### src/rtl/vga_scan_ctrl.sv
// 640x480@60 VGA scan timing: pixel-rate divider, scan counters, visible-window decode,
// frame pacing, and a sync/colour output pipeline matched to the game logic's rgb latency.
module vga_scan_ctrl #(
    parameter int CLK_DIV   = 4,
    parameter int RGB_DELAY = 1
) (
    input  logic        clk,
    input  logic        reset,
    input  logic [11:0] rgb,
    input  logic        force_blank,
    output logic [9:0]  hcount,
    output logic [9:0]  vcount,
    output logic        bright,
    output logic        pix_en,
    output logic        frame_tick,
    output logic [15:0] frame_count,
    output logic        vga_hsync,
    output logic        vga_vsync,
    output logic [3:0]  vga_r,
    output logic [3:0]  vga_g,
    output logic [3:0]  vga_b
);

    localparam int               DIV_W    = $clog2(CLK_DIV);
    localparam logic [DIV_W-1:0] DIV_LAST = DIV_W'(CLK_DIV - 1);

    localparam logic [9:0] H_LAST      = 10'd799;
    localparam logic [9:0] H_SYNC_W    = 10'd96;
    localparam logic [9:0] H_VIS_FIRST = 10'd144;
    localparam logic [9:0] H_VIS_LAST  = 10'd783;
    localparam logic [9:0] V_LAST      = 10'd524;
    localparam logic [9:0] V_SYNC_W    = 10'd2;
    localparam logic [9:0] V_VIS_FIRST = 10'd35;
    localparam logic [9:0] V_VIS_LAST  = 10'd514;

    typedef struct packed {
        logic hsync_n;
        logic vsync_n;
        logic bright;
    } scan_sync_t;

    localparam scan_sync_t SYNC_IDLE = '{hsync_n: 1'b1, vsync_n: 1'b1, bright: 1'b0};

    logic [DIV_W-1:0] div_q, div_d;
    logic [9:0]       hcount_q, hcount_d;
    logic [9:0]       vcount_q, vcount_d;
    logic [15:0]      frame_count_q, frame_count_d;
    logic             line_end;
    logic             frame_end;
    scan_sync_t       scan_now;
    scan_sync_t       pipe_q [RGB_DELAY];
    scan_sync_t       pipe_tail;
    logic             vga_hsync_q;
    logic             vga_vsync_q;
    logic [11:0]      colour_q, colour_d;

    assign pix_en    = (div_q == DIV_LAST);
    assign line_end  = (hcount_q == H_LAST);
    assign frame_end = line_end && (vcount_q == V_LAST);
    assign frame_tick = pix_en && frame_end;

    assign scan_now.hsync_n = !(hcount_q < H_SYNC_W);
    assign scan_now.vsync_n = !(vcount_q < V_SYNC_W);
    assign scan_now.bright  = (hcount_q >= H_VIS_FIRST) && (hcount_q <= H_VIS_LAST) &&
                              (vcount_q >= V_VIS_FIRST) && (vcount_q <= V_VIS_LAST);

    // NOTE: every variable gets a default before any branch, so no path leaves one unassigned
    // and no latch is inferred.
    always_comb begin
        div_d         = div_q + 1'b1;
        hcount_d      = hcount_q;
        vcount_d      = vcount_q;
        frame_count_d = frame_count_q;
        if (pix_en) begin
            div_d    = '0;
            hcount_d = line_end ? 10'd0 : hcount_q + 10'd1;
            if (line_end) begin
                vcount_d = frame_end ? 10'd0 : vcount_q + 10'd1;
            end
            if (frame_end) begin
                frame_count_d = frame_count_q + 16'd1;
            end
        end
    end

    // NOTE: state registers use non-blocking assignments so every flop samples pre-edge values.
    always_ff @(posedge clk) begin
        if (reset) begin
            div_q         <= '0;
            hcount_q      <= '0;
            vcount_q      <= '0;
            frame_count_q <= '0;
        end else begin
            div_q         <= div_d;
            hcount_q      <= hcount_d;
            vcount_q      <= vcount_d;
            frame_count_q <= frame_count_d;
        end
    end

    assign pipe_tail = pipe_q[RGB_DELAY-1];
    assign colour_d  = (pipe_tail.bright && !force_blank) ? rgb : 12'h000;

    // NOTE: the delay stages are reset individually (a few flops, not a RAM) so the pins come out
    // of reset idle instead of replaying stale sync states.
    always_ff @(posedge clk) begin
        if (reset) begin
            for (int i = 0; i < RGB_DELAY; i++) begin
                pipe_q[i] <= SYNC_IDLE;
            end
            vga_hsync_q <= 1'b1;
            vga_vsync_q <= 1'b1;
            colour_q    <= 12'h000;
        end else if (pix_en) begin
            pipe_q[0] <= scan_now;
            for (int i = 1; i < RGB_DELAY; i++) begin
                pipe_q[i] <= pipe_q[i-1];
            end
            vga_hsync_q <= pipe_tail.hsync_n;
            vga_vsync_q <= pipe_tail.vsync_n;
            colour_q    <= colour_d;
        end
    end

    assign hcount      = hcount_q;
    assign vcount      = vcount_q;
    assign bright      = scan_now.bright;
    assign frame_count = frame_count_q;
    assign vga_hsync   = vga_hsync_q;
    assign vga_vsync   = vga_vsync_q;
    assign vga_r       = colour_q[11:8];
    assign vga_g       = colour_q[7:4];
    assign vga_b       = colour_q[3:0];

endmodule

### config.mk
export PLATFORM = sky130hd
export DESIGN_NAME = vga_scan_ctrl
export DESIGN_NICKNAME = d
export VERILOG_FILES = /design/src/rtl/vga_scan_ctrl.sv
export SDC_FILE = /design/constraint.sdc
export NUM_CORES = 1
export LEC_CHECK = 0
export ABC_AREA = 1
export BUFFER_PORTS_ARGS = -buffer_cell sky130_fd_sc_hd__clkbuf_2
export CAP_MARGIN = 20
export CORE_UTILIZATION = 50
export CTS_CLUSTER_SIZE = 14
export DETAILED_ROUTE_END_ITERATION = 10
export GPL_ROUTABILITY_DRIVEN = 0
export PLACE_DENSITY = 0.76
export SYNTH_ARGS = -nofsm -noshare
export SYNTH_HDL_FRONTEND = slang
export SYNTH_SLANG_ARGS = --single-unit
export TNS_END_PERCENT = 30
### constraint.sdc
create_clock -name clk -period 3.3 [get_ports clk]
set_clock_uncertainty 0.15 [all_clocks]
set_input_delay 0.66 -clock clk [delete_from_list [all_inputs] [get_ports clk]]
set_output_delay 0.66 -clock clk [all_outputs]
set_load 0.02 [all_outputs]
# After elaboration in Yosys (flattened, before gate mapping)
# Memories as Yosys holds them, arrays and structs flattened.
# Cells that the tools add are included.
dict set report totals {
  ff_bits 52
  ram_bits 3
  in_bits 15
  out_inout_bits 53
  word_cells 44
  memories 1
}
# name depth word_bits read_ports rd_ports_with_merged_regs wr line
set mem_list {}
lappend mem_list {pipe_q 1 3 1 0 1 51} ;# scan_sync_t pipe_q [RGB_DELAY];
dict set report classes {
  addsub 4
  order_cmp 6
  n_eq_ne 3
  n_mux 10
  reduce_logical 13
}
# operator n
set ops {}
lappend ops {{10-bit by 1-bit adder with 10-bit output (second input constant)} 2}
lappend ops {{10-bit == test (second input constant)} 2}
lappend ops {{10-bit less-or-equal comparator (second input constant)} 2}
lappend ops {{10-bit two-way mux} 2}
lappend ops {{16-bit by 1-bit adder with 16-bit output (second input constant)} 1}
lappend ops {{12-bit two-way mux} 1}
lappend ops {{10-bit by 6-bit >= comparator with 1-bit output (second input constant)} 1}
lappend ops {{10-bit by 8-bit >= comparator with 1-bit output (second input constant)} 1}
lappend ops {{10-bit by 2-bit less-than comparator with 1-bit output (second input constant)} 1}
lappend ops {{10-bit by 7-bit less-than comparator with 1-bit output (second input constant)} 1}
lappend ops {{1-bit logical AND} 6}
lappend ops {{1-bit two-way mux} 6}
lappend ops {{2-bit AND reduction} 2}
lappend ops {{1-bit logical NOT} 3}
lappend ops {{3-bit two-way mux} 1}
lappend ops {{3-bit OR reduction} 1}
lappend ops {{2-bit by 1-bit adder with 2-bit output (second input constant)} 1}
lappend ops {{2-bit == test (second input constant)} 1}
lappend ops {{2-bit OR reduction} 1}

# Logic depth before layout (Yosys ltp)
dict set report depth {
  ltp_word 6
  depth_mapped 10
  ltp_nobuf 10
}

# Worst setup path after synthesis
# No wires, ideal clock.
dict set report synth_path {
  kind {register to output}
  startpoint {reg div_q[0]}
  endpoint {out frame_tick}
  t_arrival_ns 1.396
  required_time_ns 2.490
  slack_ns 1.094
  stages_incl_launch_ff 8
  path_buffers 2
  path_cell_list {dfxtp_1 ha_1 buf_4 inv_2 nor2_1 nand3_2 nor2_4 buf_6}
}
dict set report synth_between {
  elab_chain_cells 2
}
# item line
set synth_rtl {}
lappend synth_rtl {{start, declared} 44} ;# logic [DIV_W-1:0] div_q, div_d;
lappend synth_rtl {{start signal, assigned} 94} ;# div_q <= div_d;
lappend synth_rtl {{2-bit == test} 57} ;# assign pix_en = (div_q == DIV_LAST);
lappend synth_rtl {{via pix_en} 14} ;# output logic pix_en,
lappend synth_rtl {{1-bit logical AND} 60} ;# assign frame_tick = pix_en && frame_end;
lappend synth_rtl {{end, declared} 15} ;# output logic frame_tick,
# The timed path passes the listed nets, and every way through them passes these cells.

# Final worst setup path
dict set report layout_path {
  startpoint {reg div_q[0]}
  endpoint {out frame_tick}
}
dict set report layout_between {
  elab_chain_cells 2
}
# item line
set layout_rtl {}
lappend layout_rtl {{2-bit == test} 57}
lappend layout_rtl {{1-bit logical AND} 60}
# No other way between the ends.

==> flow_summary_export.csv <==
group,metric,value,unit
timing,setup_tns,0,ps
yosys,yosysMostFrequentCell,"nand2_1",
final_layout,nets,483,
placed_design,place_worst_setup_slack,818,ps
floorplan,core-area,5200,µm²
yosys,netlist_area,2770,µm²
critical_path,critPathSlowestCell,"ha_1",
floorplan,die_y,76.4,µm
yosys,syn_inst,396,
critical_path,r2r_setup_slack,1170,ps
floorplan,start_util,53.1,%
yosys,ys_seq_area_share,40.9,%
clocking,clock_latency,300,ps
drt,wl,5830,µm
final_layout,area_growth,17.7,%
critical_path,start_kind,"flop",
clocking,clk_pin_slew_worst_paths,100,ps
global_routing,grt_max_degree,18,
hold_path,hold_path_depth,1,
placed_design,dpl.hpwl,4440,µm
final_layout,antenna_cells,0,
yosys,syn-num-nets,417,
yosys,synth_common_cells,"nand2_1 (89), nor2_1 (67), inv_1 (55), dfxtp_1 (52), nand3_1 (26)",
critical_path,cp.arrival,2010,ps
yosys,async_reset_ff_share,0,%
floorplan,dieArea,5830,µm²
global_routing,grt.total_usage,20.2,%
power,p_leak,1.40,nW
global_routing,antenna_found_initial,0,
yosys,yosys.area.top_type_share,37.6,%
yosys,ys.flop_type,"dfxtp_1",
global_routing,grt_pass1_wl,9580,µm
placed_design,numPortBuffers,67,
yosys,ys_types,32,
final_layout,drive_gt1_share,21.2,%
critical_path,r2r_cells,4,
critical_path,path_cells,"ha_1 > inv_2 > nor2_1 > nand3_2 > nor2_4 > clkbuf_2",
timing,layout_setup_ws,485,ps
timing,rsz0062_at_grt,"false",
timing,setup-violations-final,0,
yosys,yosys.area.top_type,"dfxtp_1",
floorplan,fp.dieW,76.4,µm
final_layout,multi_input_area,1370,µm²
critical_path,path_max_fanout,15,
drt,post_drt_via_cell_ratio,4.94,
clocking,clock-sinks,55,
critical_path,path_class,"flop to output pin",
outcome,status,"finished, final reports clean",
drt,drt_iter0_markers,160,
critical_path,r2r-start,"div_q[0]",
timing,tightestPinTransition,727,ps
yosys,yosysWarnings,0,
floorplan,pin_count,68,
clocking,cts_resized,0,
timing,period_share,85.3,%
critical_path,crit_required,2490,ps
global_routing,first_global_vias,2157,
global_routing,grt.overflow.total,0,
yosys,synth_edf_count,3,
critical_path,reg2reg_to,"vga_vsync",
clocking,holdBufCountCts,0,
clocking,cts_max_level,2,
timing,min_period,2820,ps
critical_path,slowest_delay,360,ps
clocking,cts_setup_buffers,0,
timing,final_max_slew_viol_count,0,
timing,clock.fmax,0.355,GHz
flow_run,drv_cap,0,
drt,vias,2632,
hold_path,min_to,"div_q[0]",
final_layout,ff_latch_area,1130,µm²
clocking,cts_tree,"yes",
timing,hold_violations,0,
drt,drc_errors,0,
drt,drt_first_pass_iters,4,
clocking,clockBufferDepth,2,
yosys,synth_area_leaders,"dfxtp_1 (38%), nand2_1 (12%), nor2_1 (9.1%)",
critical_path,end_kind,"output pin",
power,cellPowerDensity,359,nW/µm²
clocking,clock-root-buffer,"clkbuf_8",
clocking,cts_buffers,5,
final_layout,nFillCells,506,
drt,antenna_left,0,
timing,slew_headroom,51.3,%
yosys,synth-seq-cells,55,
hold_path,hold_path.class,"flop to flop",
yosys,synth_area_per_cell,6.99,µm²
floorplan,fp-row-count,26,
hold_path,hp-start,"div_q[0]",
drt,routedWlPerCell,10.9,µm
power,ir_drop,243,µV
-- cell families (layout without fill, tap and decap cells) --
| family | Yosys count | after routing | synth area share [%] |
|---|---|---|---|
| XOR/XNOR | 7 | 7 | 2.22 |
| flip-flops | 55 | 55 | 40.9 |
| AO/OA/AOI/OAI | 43 | 43 | 8.91 |
| buffers and inverters | 65 | 132 | 9.50 |
| adder cells (fa/ha/maj) | 6 | 6 | 2.71 |
| AND/OR/NAND/NOR | 220 | 220 | 35.8 |
-- power breakdown --
part           internal [mW]  total, mW  leakage (nW)  switching, mW
sequential             0.676      0.679         0.444        0.00307
clock                  0.219      0.440        0.0600          0.221
combinational         0.0157     0.0485         0.891         0.0327
-- per-stage QoR --
stage | util (%) | hold slack [ps] | cell area, µm² | cells | total power, mW
3_3_place_gp | 60.3 | 263 | 3140 | 525 | 0.742
4_1_cts | 62.6 | 283 | 3260 | 533 | 1.18
2_1_floorplan | - | 249 | 2770 | 396 | 0.727
6_report | 62.6 | 278 | 3260 | 533 | 1.17
3_5_place_dp | 60.3 | 268 | 3140 | 525 | 0.744
5_1_grt | 62.6 | 303 | 3260 | 533 | 1.21
-- cells in the final DEF (no fill, tap or decap), drive strengths merged, types with 7 or more instances in the layout --
cell type  Yosys  layout
clkbuf         5      74
inv           57      58
nand3         29      29
nor2          76      76
nand4          9       9
o21ai         22      22
dfxtp         52      52
xor2           7       7
a21oi         13      13
nand2         94      94
nor3           9       9
-- critical path: cells and delay by family, from the launching register on --
family        cells  cell delay, ps
fa+ha+maj         1             360
simple gates      3             630
buf+inv           2             340
flops             1             350
-- how the worst max path moves through the flow --
stage                     startpoint         end  slack, ps  depth (start not counted)
final                       div_q[0]  frame_tick        480                          6
after floorplan             div_q[0]  frame_tick       1090                          7
after global routing        div_q[0]  frame_tick        340                          6
after global placement         reset   vga_vsync        880                          4
after detailed placement       reset   vga_vsync        820                          4
after CTS                   div_q[0]  frame_tick        500                          6
-- sequential cells by signal, summed over array words and instances, names as in the netlist --
name	cells
div_q	2
frame_count	16
vga_hsync	1
pipe_q	3
colour_q	12
hcount	10
vcount	10
vga_vsync	1
-- routing by layer --
| layer | GRT usage (%) | up-vias | wire length [µm] | part of all wire [%] |
|---|---|---|---|---|
| met3 | 4.55 | 6 | 279 | 4.8 |
| li1 | - | 1377 | - | - |
| met4 | 6.35 | 0 | 55 | 0.94 |
| met2 | 31.3 | 69 | 2630 | 45 |
| met1 | 27.7 | 1180 | 2870 | 49 |
| met5 | 0 | - | 0 | 0 |
-- layout make-up --
class	count	area share (%)
Tap cell	70	2.69
Clock buffer	7	3.30
Clock inverter	1	0.269
Sequential cell	55	34.7
Multi-Input combinational cell	276	42.1
Timing Repair Buffer	67	10.3
Inverter	57	6.57
Power figures use the tool's default switching activity.
